<file path="src/rtl/saber_hit_detector.sv">
// -----------------------------------------------------------------------------
// saber_hit_detector
//
// Taps the per-pixel saber/box layer stream that the display path composes and
// scores touches instead of drawing them. Each frame it counts pixels where a
// saber lies over the other fighter's box, and pixels where the two sabers
// overlap (a clash). At every frame close it decides whether this frame is a
// touch candidate. A candidate must repeat for CONFIRM_FRAMES consecutive
// frames before it scores. A score raises a one-cycle hit pulse and then starts
// a cooldown of COOLDOWN_FRAMES frames.
//
// Optional build macro: SABER_HIT_DEBUG_EN
//   defined   -> player/opponent_count_out show the counts latched at the last
//                frame close.
//   undefined -> both count ports are tied to 0 and the debug registers are
//                not built.
//
// Ports:
//   clk_in             pixel clock
//   rst_n_in           synchronous reset, active-low
//   game_active_in     scoring enabled; low holds the block idle
//   active_draw_in     pixel is in the visible area
//   new_frame_in       one-cycle frame-boundary pulse, asserted during blanking
//   player_saber_in    player saber layer pixel (nonzero = present)
//   opponent_saber_in  opponent saber layer pixel (nonzero = present)
//   player_box_in      player box layer pixel (nonzero = present)
//   opponent_box_in    opponent box layer pixel (nonzero = present)
//   player_hit_out     one-cycle pulse: player scored on opponent
//   opponent_hit_out   one-cycle pulse: opponent scored on player
//   clash_out          one-cycle pulse: saber clash in the frame just closed
//   busy_out           high whenever the state is not ARMED
//   state_out          ARMED=0, CONFIRM=1, COOLDOWN=2
//   player_count_out   last frame's player-overlap count (debug)
//   opponent_count_out last frame's opponent-overlap count (debug)
// -----------------------------------------------------------------------------
module saber_hit_detector #(
    parameter int CNT_WIDTH         = 20,
    parameter int OVERLAP_THRESHOLD = 16,
    parameter int CLASH_THRESHOLD   = 8,
    parameter int CONFIRM_FRAMES    = 2,   // 1..15
    parameter int COOLDOWN_FRAMES   = 30   // 1..255
) (
    input  logic                 clk_in,
    input  logic                 rst_n_in,
    input  logic                 game_active_in,
    input  logic                 active_draw_in,
    input  logic                 new_frame_in,
    input  logic [23:0]          player_saber_in,
    input  logic [23:0]          opponent_saber_in,
    input  logic [23:0]          player_box_in,
    input  logic [23:0]          opponent_box_in,
    output logic                 player_hit_out,
    output logic                 opponent_hit_out,
    output logic                 clash_out,
    output logic                 busy_out,
    output logic [1:0]           state_out,
    output logic [CNT_WIDTH-1:0] player_count_out,
    output logic [CNT_WIDTH-1:0] opponent_count_out
);

    typedef enum logic [1:0] {
        ARMED    = 2'd0,
        CONFIRM  = 2'd1,
        COOLDOWN = 2'd2
    } state_t;

    localparam logic [CNT_WIDTH-1:0] CNT_MAX     = '1;
    localparam logic [CNT_WIDTH-1:0] OVL_THR     = CNT_WIDTH'(OVERLAP_THRESHOLD);
    localparam logic [CNT_WIDTH-1:0] CLS_THR     = CNT_WIDTH'(CLASH_THRESHOLD);
    localparam logic [3:0]           CONFIRM_N   = 4'(CONFIRM_FRAMES);
    localparam logic [7:0]           COOLDOWN_LM = 8'(COOLDOWN_FRAMES - 1);

    // Stage 1: presence bits and frame timing.
    logic ps_q, os_q, pb_q, ob_q, ad_q, nf_q;

    // NOTE: every clocked block uses non-blocking assignments so that all
    // registers sample their inputs from the same edge, independent of order.
    always_ff @(posedge clk_in) begin
        if (!rst_n_in) begin
            ps_q <= 1'b0;
            os_q <= 1'b0;
            pb_q <= 1'b0;
            ob_q <= 1'b0;
            ad_q <= 1'b0;
            nf_q <= 1'b0;
        end else begin
            ps_q <= |player_saber_in;
            os_q <= |opponent_saber_in;
            pb_q <= |player_box_in;
            ob_q <= |opponent_box_in;
            ad_q <= active_draw_in;
            nf_q <= new_frame_in;
        end
    end

    // Stage 2: qualified overlap pixels.
    logic pov, oov, clv;
    assign pov = ad_q & ps_q & ob_q;
    assign oov = ad_q & os_q & pb_q;
    assign clv = ad_q & ps_q & os_q;

    function automatic logic [CNT_WIDTH-1:0] sat_inc(input logic [CNT_WIDTH-1:0] c,
                                                     input logic en);
        return (en && (c != CNT_MAX)) ? c + 1'b1 : c;
    endfunction

    logic [CNT_WIDTH-1:0] pov_cnt, oov_cnt, clv_cnt;
    logic [CNT_WIDTH-1:0] pov_lat, oov_lat, clv_lat;
    logic                 close_q;  // latched counts are fresh this cycle

    // A frame close latches the running counts and restarts the counters.
    // A pixel in the close cycle already belongs to the new frame, so the
    // counter restarts from that pixel's contribution rather than from 0.
    always_ff @(posedge clk_in) begin
        if (!rst_n_in || !game_active_in) begin
            pov_cnt <= '0;
            oov_cnt <= '0;
            clv_cnt <= '0;
            pov_lat <= '0;
            oov_lat <= '0;
            clv_lat <= '0;
            close_q <= 1'b0;
        end else begin
            close_q <= nf_q;
            if (nf_q) begin
                pov_lat <= pov_cnt;
                oov_lat <= oov_cnt;
                clv_lat <= clv_cnt;
                pov_cnt <= CNT_WIDTH'(pov);
                oov_cnt <= CNT_WIDTH'(oov);
                clv_cnt <= CNT_WIDTH'(clv);
            end else begin
                pov_cnt <= sat_inc(pov_cnt, pov);
                oov_cnt <= sat_inc(oov_cnt, oov);
                clv_cnt <= sat_inc(clv_cnt, clv);
            end
        end
    end

    // Frame evaluation. A clash means the sabers were parried, so it cancels
    // any touch seen in the same frame.
    logic       clash_now;
    logic [1:0] cand;
    assign clash_now = (clv_lat >= CLS_THR);
    assign cand      = clash_now ? 2'b00 : {pov_lat >= OVL_THR, oov_lat >= OVL_THR};

    state_t     state;
    logic [1:0] stored;
    logic [3:0] confirm_cnt;
    logic [7:0] cooldown_cnt;

    always_ff @(posedge clk_in) begin
        if (!rst_n_in || !game_active_in) begin
            state            <= ARMED;
            stored           <= 2'b00;
            confirm_cnt      <= '0;
            cooldown_cnt     <= '0;
            player_hit_out   <= 1'b0;
            opponent_hit_out <= 1'b0;
            clash_out        <= 1'b0;
        end else begin
            player_hit_out   <= 1'b0;
            opponent_hit_out <= 1'b0;
            clash_out        <= close_q & clash_now;
            if (close_q) begin
                case (state)
                    ARMED: begin
                        if (cand != 2'b00) begin
                            stored      <= cand;
                            confirm_cnt <= 4'd1;
                            if (CONFIRM_N == 4'd1) begin
                                player_hit_out   <= cand[1];
                                opponent_hit_out <= cand[0];
                                cooldown_cnt     <= '0;
                                state            <= COOLDOWN;
                            end else begin
                                state <= CONFIRM;
                            end
                        end
                    end
                    CONFIRM: begin
                        if (cand == 2'b00) begin
                            state <= ARMED;
                        end else if (cand == stored) begin
                            if (confirm_cnt + 4'd1 == CONFIRM_N) begin
                                player_hit_out   <= stored[1];
                                opponent_hit_out <= stored[0];
                                cooldown_cnt     <= '0;
                                state            <= COOLDOWN;
                            end else begin
                                confirm_cnt <= confirm_cnt + 4'd1;
                            end
                        end else begin
                            stored      <= cand;
                            confirm_cnt <= 4'd1;
                        end
                    end
                    COOLDOWN: begin
                        if (cooldown_cnt == COOLDOWN_LM) begin
                            cooldown_cnt <= '0;
                            state        <= ARMED;
                        end else begin
                            cooldown_cnt <= cooldown_cnt + 8'd1;
                        end
                    end
                    default: state <= ARMED;
                endcase
            end
        end
    end

    assign state_out = state;
    assign busy_out  = (state != ARMED);

`ifdef SABER_HIT_DEBUG_EN
    logic [CNT_WIDTH-1:0] pdbg_q, odbg_q;

    // Updated on the same edge as the pulses, from the counts just evaluated.
    always_ff @(posedge clk_in) begin
        if (!rst_n_in) begin
            pdbg_q <= '0;
            odbg_q <= '0;
        end else if (close_q) begin
            pdbg_q <= pov_lat;
            odbg_q <= oov_lat;
        end
    end

    assign player_count_out   = pdbg_q;
    assign opponent_count_out = odbg_q;
`else
    assign player_count_out   = '0;
    assign opponent_count_out = '0;
`endif

endmodule

</file>
<file path="config.mk">
export PLATFORM = sky130hd
export DESIGN_NAME = saber_hit_detector
export DESIGN_NICKNAME = d
export VERILOG_FILES = /design/src/rtl/saber_hit_detector.sv
export SDC_FILE = /design/constraint.sdc
export NUM_CORES = 1
export LEC_CHECK = 0
export BUFFER_PORTS_ARGS = -buffer_cell sky130_fd_sc_hd__buf_2
export CORE_MARGIN = 4
export CORE_UTILIZATION = 49
export CTS_CLUSTER_DIAMETER = 80
export DETAILED_ROUTE_END_ITERATION = 12
export GPL_TIMING_DRIVEN = 0
export MAX_ROUTING_LAYER = met4
export PLACE_DENSITY = 0.76
export SKIP_LAST_GASP = 1
export SYNTH_ARGS = -nofsm -noshare
export SYNTH_HDL_FRONTEND = slang
export SYNTH_SLANG_ARGS = --single-unit
</file>
<file path="constraint.sdc">
create_clock -name clk_in -period 2.2 [get_ports clk_in]
set_input_delay 0.22 -clock clk_in [delete_from_list [all_inputs] [get_ports clk_in]]
set_output_delay 0.22 -clock clk_in [all_outputs]
set_load 0.02 [all_outputs]
</file>
==> results of run 1 <==
worst max path at each step:
stage,start,to,cells past startpoint
floorplan,clv_lat[8],cooldown_cnt[6],7
global placement,oov_lat[4],confirm_cnt[0],8
detailed placement,oov_lat[4],confirm_cnt[0],8
CTS,pov_lat[11],confirm_cnt[2],8
global route,oov_lat[4],cooldown_cnt[6],7
finish,oov_lat[4],cooldown_cnt[6],7
cells in the final DEF, fill, tap and decap left out, types with 12 or more instances in the layout:
cell / count
and3_1: 13
nor3_1: 12
buf_4: 56
xor2_1: 25
nand4_1: 23
a21oi_1: 23
xnor2_1: 20
clkbuf_16: 17
nand3_1: 30
nand2_1: 38
mux2i_1: 53
clkbuf_1: 19
buf_2: 108
conb_1: 40
nor4_1: 28
dfxtp_1: 131
nor2_1: 118
o21ai_0: 12
sequential cells by signal, indices dropped and copies added (netlist names):
name / count
stored: 2
pb_q: 1
ps_q: 1
opponent_hit_out: 1
confirm_cnt: 4
player_hit_out: 1
oov_lat: 16
clv_cnt: 20
pov_lat: 16
os_q: 1
ob_q: 1
oov_cnt: 20
state_out: 2
clv_lat: 17
clash_out: 1
nf_q: 1
ad_q: 1
cooldown_cnt: 8
close_q: 1
pov_cnt: 20
stage by stage:
stage | TNS, ns | instances
final | 0 | 1093
after global routing | -0.974 | 1093
after CTS | -0.166 | 1084
after detailed placement | -3.94 | 1046
after global placement | -3.12 | 1046
after floorplan | 0 | 768
routing by layer:
| metal | share of wire, % | GRT usage (%) | vias up |
|---|---|---|---|
| li1 | - | - | 2863 |
| met1 | 44 | 25.8 | 2629 |
| met2 | 50 | 35.1 | 162 |
| met3 | 5.0 | 5.15 | 18 |
| met4 | 1.4 | 7.91 | 0 |
| met5 | 0 | - | - |
worst max-delay path, cell delays in order, from the launching register on:
cell and delay (ns):
dfxtp_2 0.33, nor4_4 0.30, and4_4 0.36, xor2_2 0.20
a21o_2 0.21, a31oi_4 0.13, or4_4 0.43, a21oi_2 0.13
kinds of logic after synthesis:
logic type / Yosys count / share of synthesized area [%]
DFF: 135 / 42.3
muxes: 53 / 8.30
adders and majority gates: 7 / 1.37
other: 1 / 0.0587
AOI/OAI and AO/OA: 69 / 7.40
xor gates and xnor gates: 46 / 6.31
and+or+nand+nor: 340 / 27.2
buffers and inverters: 78 / 7.03
where the power goes:
| part | internal, µW | switching [µW] |
|---|---|---|
| clock | 1610 | 1060 |
| sequential | 2450 | 6.00 |
| combinational | 150 | 187 |
| total | 4210 | 1250 |
area by class of cell:
cell class              count  area [µm²]
well taps                 172         215
clock inverters            11         101
clock buffers              21         460
repair buffers            122         651
inverters                  11        41.3
plain buffers              66         402
fillers                  1063        4420
multi-input cells         555        3680
flip-flops and latches    135        2710
what timing repair did:
item                                    in CTS  in global routing
gates resized for setup                     21                 39
setup buffers                                6                 10
endpoints found under the setup margin      28                 54
pin swaps                                    9                 21
==> reports/qor.yml, run 1 <==
cells_and_area:
  design_area_um2: 8260
  drive_gt1_share_pct: 27.6
  nets: 1016
  diodes: 0
  area_growth_pct: 29.2
  final_util_pct: 65.2
detailed_routing:
  drtAntennaViolNets: 0
  post_drt_wl_per_cell_um: 14.1
  totalWireLength_um: 15500
  drtIter0Drc: 319
  num_vias: 5672
  via_per_inst: 5.19
  dr.pass1.iters: 5
  drcViolationCount: 0
hold_path:
  holdCritStartpoint: "active_draw_in"
  holdPathEnd: "ad_q"
  hold_depth: 2
  hold_class: "in2reg"
outcome:
  status: "completed"
timing:
  fin_crit_sh_pct: 99.0
  fmaxAchievable_mhz: 459
  final.min_clock_period_ns: 2.18
  final.setup.worst_slack_ns: 0.0212
  setup_viol: 0
  hold_ws_ns: 0.0236
  finalHoldViolCount: 0
  timing.final.max_slew_violations: 0
  worst_clock_skew_ns: 0.0116
  worst_slew_pin_slew_ns: 0.764
  grt_setup_unrepaired: "yes"
  relSlewSlack_pct: 49.1
die:
  die-area_um2: 14900
  die_w_um: 122
  die_y_um: 122
  initial_core_util_pct: 50.4
  pin_count: 147
  core_region_area_um2: 12700
  rows: 41
placement:
  place_ws_ns: -0.349
  dp_hpwl_um: 11100
  place_congestion: 0.845
  numPortBuffers: 106
  place_area_um2: 7280
cts:
  cts_tree: "yes"
  hold_buffers: 0
  cts_buffers: 17
  ctsRootBufferMaster: "clkbuf_16"
  cts.sinks: 135
  htreeDepth: 4
  clk_pin_slew_worst_paths_ns: 0.06
  insertion_delay_ns: 0.43
  clock_path_buffers: 2
synthesis:
  synth_commonest_cells: "135 x dfxtp_1, 121 x nor2_1, 53 x mux2i_1"
  dominantRegCellSynth: "dfxtp_1"
  synth_seq_cells: 135
  synth.top_cell.area_share_pct: 42.3
  synth_edf_count: 0
  syn_inst: 729
  yosysWarnings: 0
  synthTopCellsByArea: "dfxtp_1 42%, mux2i_1 8.3%, nor2_1 7.1%"
  synth_cell_types: 55
  yosysMostFrequentCell: "dfxtp_1"
  syn-mean-instance-area_um2: 8.77
  seq_area_frac_synth_pct: 42.3
  netlist_area_um2: 6390
  async_flop_share_pct: 0
  yosysTopAreaCell: "dfxtp_1"
grt:
  grt.total_usage_pct: 21.4
  antenna_found_initial: 0
  grt_pass1_vias: 5281
  grt_first_pass_wirelength_um: 24600
  grt-ovfl-total: 0
  grt_max_degree: 17
pwr:
  p_total_uw: 5470
  irDropWorstVdd_mv: 0.606
  power_density_nw_per_um2: 662
  p_leak_uw: 0.00315
worst_setup_path:
  r2r-end: "cooldown_cnt[6]"
  end_kind: "flip-flop"
  r2r_start: "oov_lat[4]"
  reg2reg_slack_ns: 0.02
  r2r_cells: 7
  arrival_ns: 2.54
  path_max_fanout: 7
  crit_required_ns: 2.56
  cp-start-kind: "flip-flop"
  crit_type: "reg2reg"
job:
  drv_cap: 0
Power figures use the tool's default switching activity.
==> run 2, diff against run 1 <==
ABC_AREA = 1   (was default)
==> run 2 against run 1 <==
Die area rose by 6.1%. Clock-buffer cell count fell by 2. Area after synthesis rose by 6.5%. Final area rose by 1.8%. Utilization fell by 2.5 points. Synthesized cell count rose by 33%. Final cell count rose by 21%. Total power rose by 10%. Critical endpoint is now oov_cnt[8].
==> reports/qor.yml, run 2 <==
outcome:
  status: "completed"
timing:
  grt_setup_unrepaired: "no"
  timing.final.max_slew_violations: 0
  worst_slew_pin_slew_ns: 0.660
  fin_crit_sh_pct: 88.3
  hold_ws_ns: 0.0743
  setup_viol: 0
  fmaxAchievable_mhz: 515
  relSlewSlack_pct: 56.0
  finalSetupTns_ns: 0
  finalHoldViolCount: 0
  worst_clock_skew_ns: 0.00626
  final.min_clock_period_ns: 1.94
cells_and_area:
  area_growth_pct: 23.4
  design_area_um2: 8400
  multi_input_comb_area_um2: 3380
  nets: 1244
  reg.largest.list: "clv_cnt (20), oov_cnt (20), pov_cnt (20)"
  nFillCells: 1258
  mostFrequentLayoutCell: "nand2_1"
  final_cell_mix: "226 x nand2_1, 135 x dfxtp_1, 113 x inv_1"
  drive_gt1_share_pct: 19.2
  final-seq-area_um2: 2700
  diodes: 0
worst_setup_path:
  r2r_cells: 9
  cp-start-kind: "flip-flop"
  reg2reg_slack_ns: 0.26
  path_max_fanout: 10
  end_kind: "flip-flop"
  crit_required_ns: 2.48
  r2r-end: "oov_cnt[8]"
  crit_type: "reg2reg"
  arrival_ns: 2.22
  r2r_start: "oov_cnt[0]"
job:
  drv_cap: 0
cts:
  cts_buffers: 17
  cts_tree: "yes"
  htreeDepth: 4
  clock_path_buffers: 2
  ctsRootBufferMaster: "clkbuf_16"
  ctsResizeCount: 0
  hold_buffers: 2
  post_cts_buffers: 0
  clk_pin_slew_worst_paths_ns: 0.06
  insertion_delay_ns: 0.42
  cts.sinks: 135
hold_path:
  hold_class: "in2reg"
  holdCritStartpoint: "rst_n_in"
  holdPathEnd: "nf_q"
  hold_depth: 3
die:
  die_y_um: 126
  rows: 42
  initial_core_util_pct: 50.8
  die-area_um2: 15800
  die_w_um: 126
  core_region_area_um2: 13400
  pin_count: 147
pwr:
  pwr-share-comb_pct: 5.4
  p_seq_share_pct: 40.7
  p_int_uw: 4770
  clkPwrFrac_pct: 53.8
  irDropWorstVdd_mv: 0.548
  power.net_switching_uw: 1270
  power_density_nw_per_um2: 719
  p_leak_uw: 0.00337
  switching_share_pct: 21.0
detailed_routing:
  totalWireLength_um: 16900
  via_per_inst: 4.97
  drcViolationCount: 0
  drtIter0Drc: 454
  drtAntennaViolNets: 0
  num_vias: 6587
  post_drt_wl_per_cell_um: 12.7
  dr.pass1.iters: 5
grt:
  grt_first_pass_wirelength_um: 28000
  grt-ovfl-total: 0
  grt_max_degree: 17
  grt.total_usage_pct: 21.9
  antenna_found_initial: 0
  grt_pass1_vias: 6133
synthesis:
  synth_commonest_cells: "226 x nand2_1, 135 x dfxtp_1, 113 x inv_1"
  dominantRegCellSynth: "dfxtp_1"
  synth_seq_cells: 135
  synth_cell_types: 42
  yosysWarnings: 0
  seq_area_frac_synth_pct: 39.7
  netlist_area_um2: 6810
  synthTopCellsByArea: "dfxtp_1 40%, nand2_1 12%, inv_1 6.2%"
  syn_inst: 970
  yosysTopAreaCell: "dfxtp_1"
  synth_edf_count: 0
  yosysMostFrequentCell: "nand2_1"
  synth.top_cell.area_share_pct: 39.7
  async_flop_share_pct: 0
  syn-mean-instance-area_um2: 7.02
placement:
  place_area_um2: 7700
  numPortBuffers: 106
  place_congestion: 0.931
  dp_hpwl_um: 12800
run 2: cell count changes in the layout (fill, tap and decap cells not counted), sizes merged, moves of 10 or more:
cell   change
nand3     +15
and3      -10
buf       -16
nand2    +192
o21ai     +56
xnor2     -20
nor3      +22
a21oi     +25
nor2      -24
or3       -14
inv      +109
mux2i     -53
run 2: final cells by class:
| type | count | share of cell area [%] |
|---|---|---|
| multi-input cells | 690 | 40.2 |
| flip-flops and latches | 135 | 32.2 |
| repair buffers | 108 | 6.55 |
| inverters | 121 | 5.41 |
| clock buffers | 19 | 5.39 |
| plain buffers | 63 | 4.99 |
| clock inverters | 13 | 2.68 |
| well taps | 176 | 2.62 |
run 2: cell families after synthesis:
group / count (synthesis) / share of synthesized area, %
fa+ha+maj: 7 / 1.29
other cells: 1 / 0.0551
flops: 135 / 39.7
xor+xnor: 21 / 2.70
buf+inv: 184 / 12.8
simple gates: 485 / 32.7
compound gates: 137 / 10.7
run 2: per-layer routing:
metal / GRT usage, % / share of wire [%] / wire (µm)
met1: 27.0 / 45 / 7530
met2: 36.5 / 48 / 8140
met3: 3.81 / 5.5 / 923
met4: 7.57 / 1.6 / 266
met5: - / 0 / 0
run 2: worst max path at each step:
stage,depth (start not counted),from,endpoint,slack (ns)
2_1_floorplan,9,oov_cnt[0],oov_cnt[9],0.59
3_3_place_gp,6,rst_n_in,pov_cnt[8],0.25
3_5_place_dp,6,rst_n_in,clv_cnt[16],0.19
4_1_cts,9,oov_cnt[0],oov_cnt[7],0.26
5_1_grt,9,oov_cnt[0],oov_cnt[18],0.07
6_report,9,oov_cnt[0],oov_cnt[8],0.26
run 2: power by group through the flow:
stage	Sequential, µW	Clock, µW	Combinational, µW
after floorplan	2510	0	193
after global routing	2460	3410	360
after global placement	2510	0	319
after detailed placement	2510	0	321
after CTS	2460	3300	324
final	2460	3250	329
run 2: critical path, cell delays in order (launching register included):
cell and delay, ns:
dfxtp_1 0.43, ha_1 0.25, nand2_1 0.14, nor4_2 0.36, nand2_1 0.11, nand2_2 0.09
inv_2 0.08, buf_2 0.20, nand2_1 0.08, a21oi_1 0.05
run 2: metrics by stage:
stage	cells	setup WS [ns]	total power [µW]	util, %
6_report	1325	0.257	6040	62.7
5_1_grt	1325	0.0683	6230	62.7
4_1_cts	1325	0.257	6080	62.7
3_5_place_dp	1291	0.189	2830	57.5
3_3_place_gp	1291	0.251	2830	57.5
2_1_floorplan	1009	0.591	2700	-
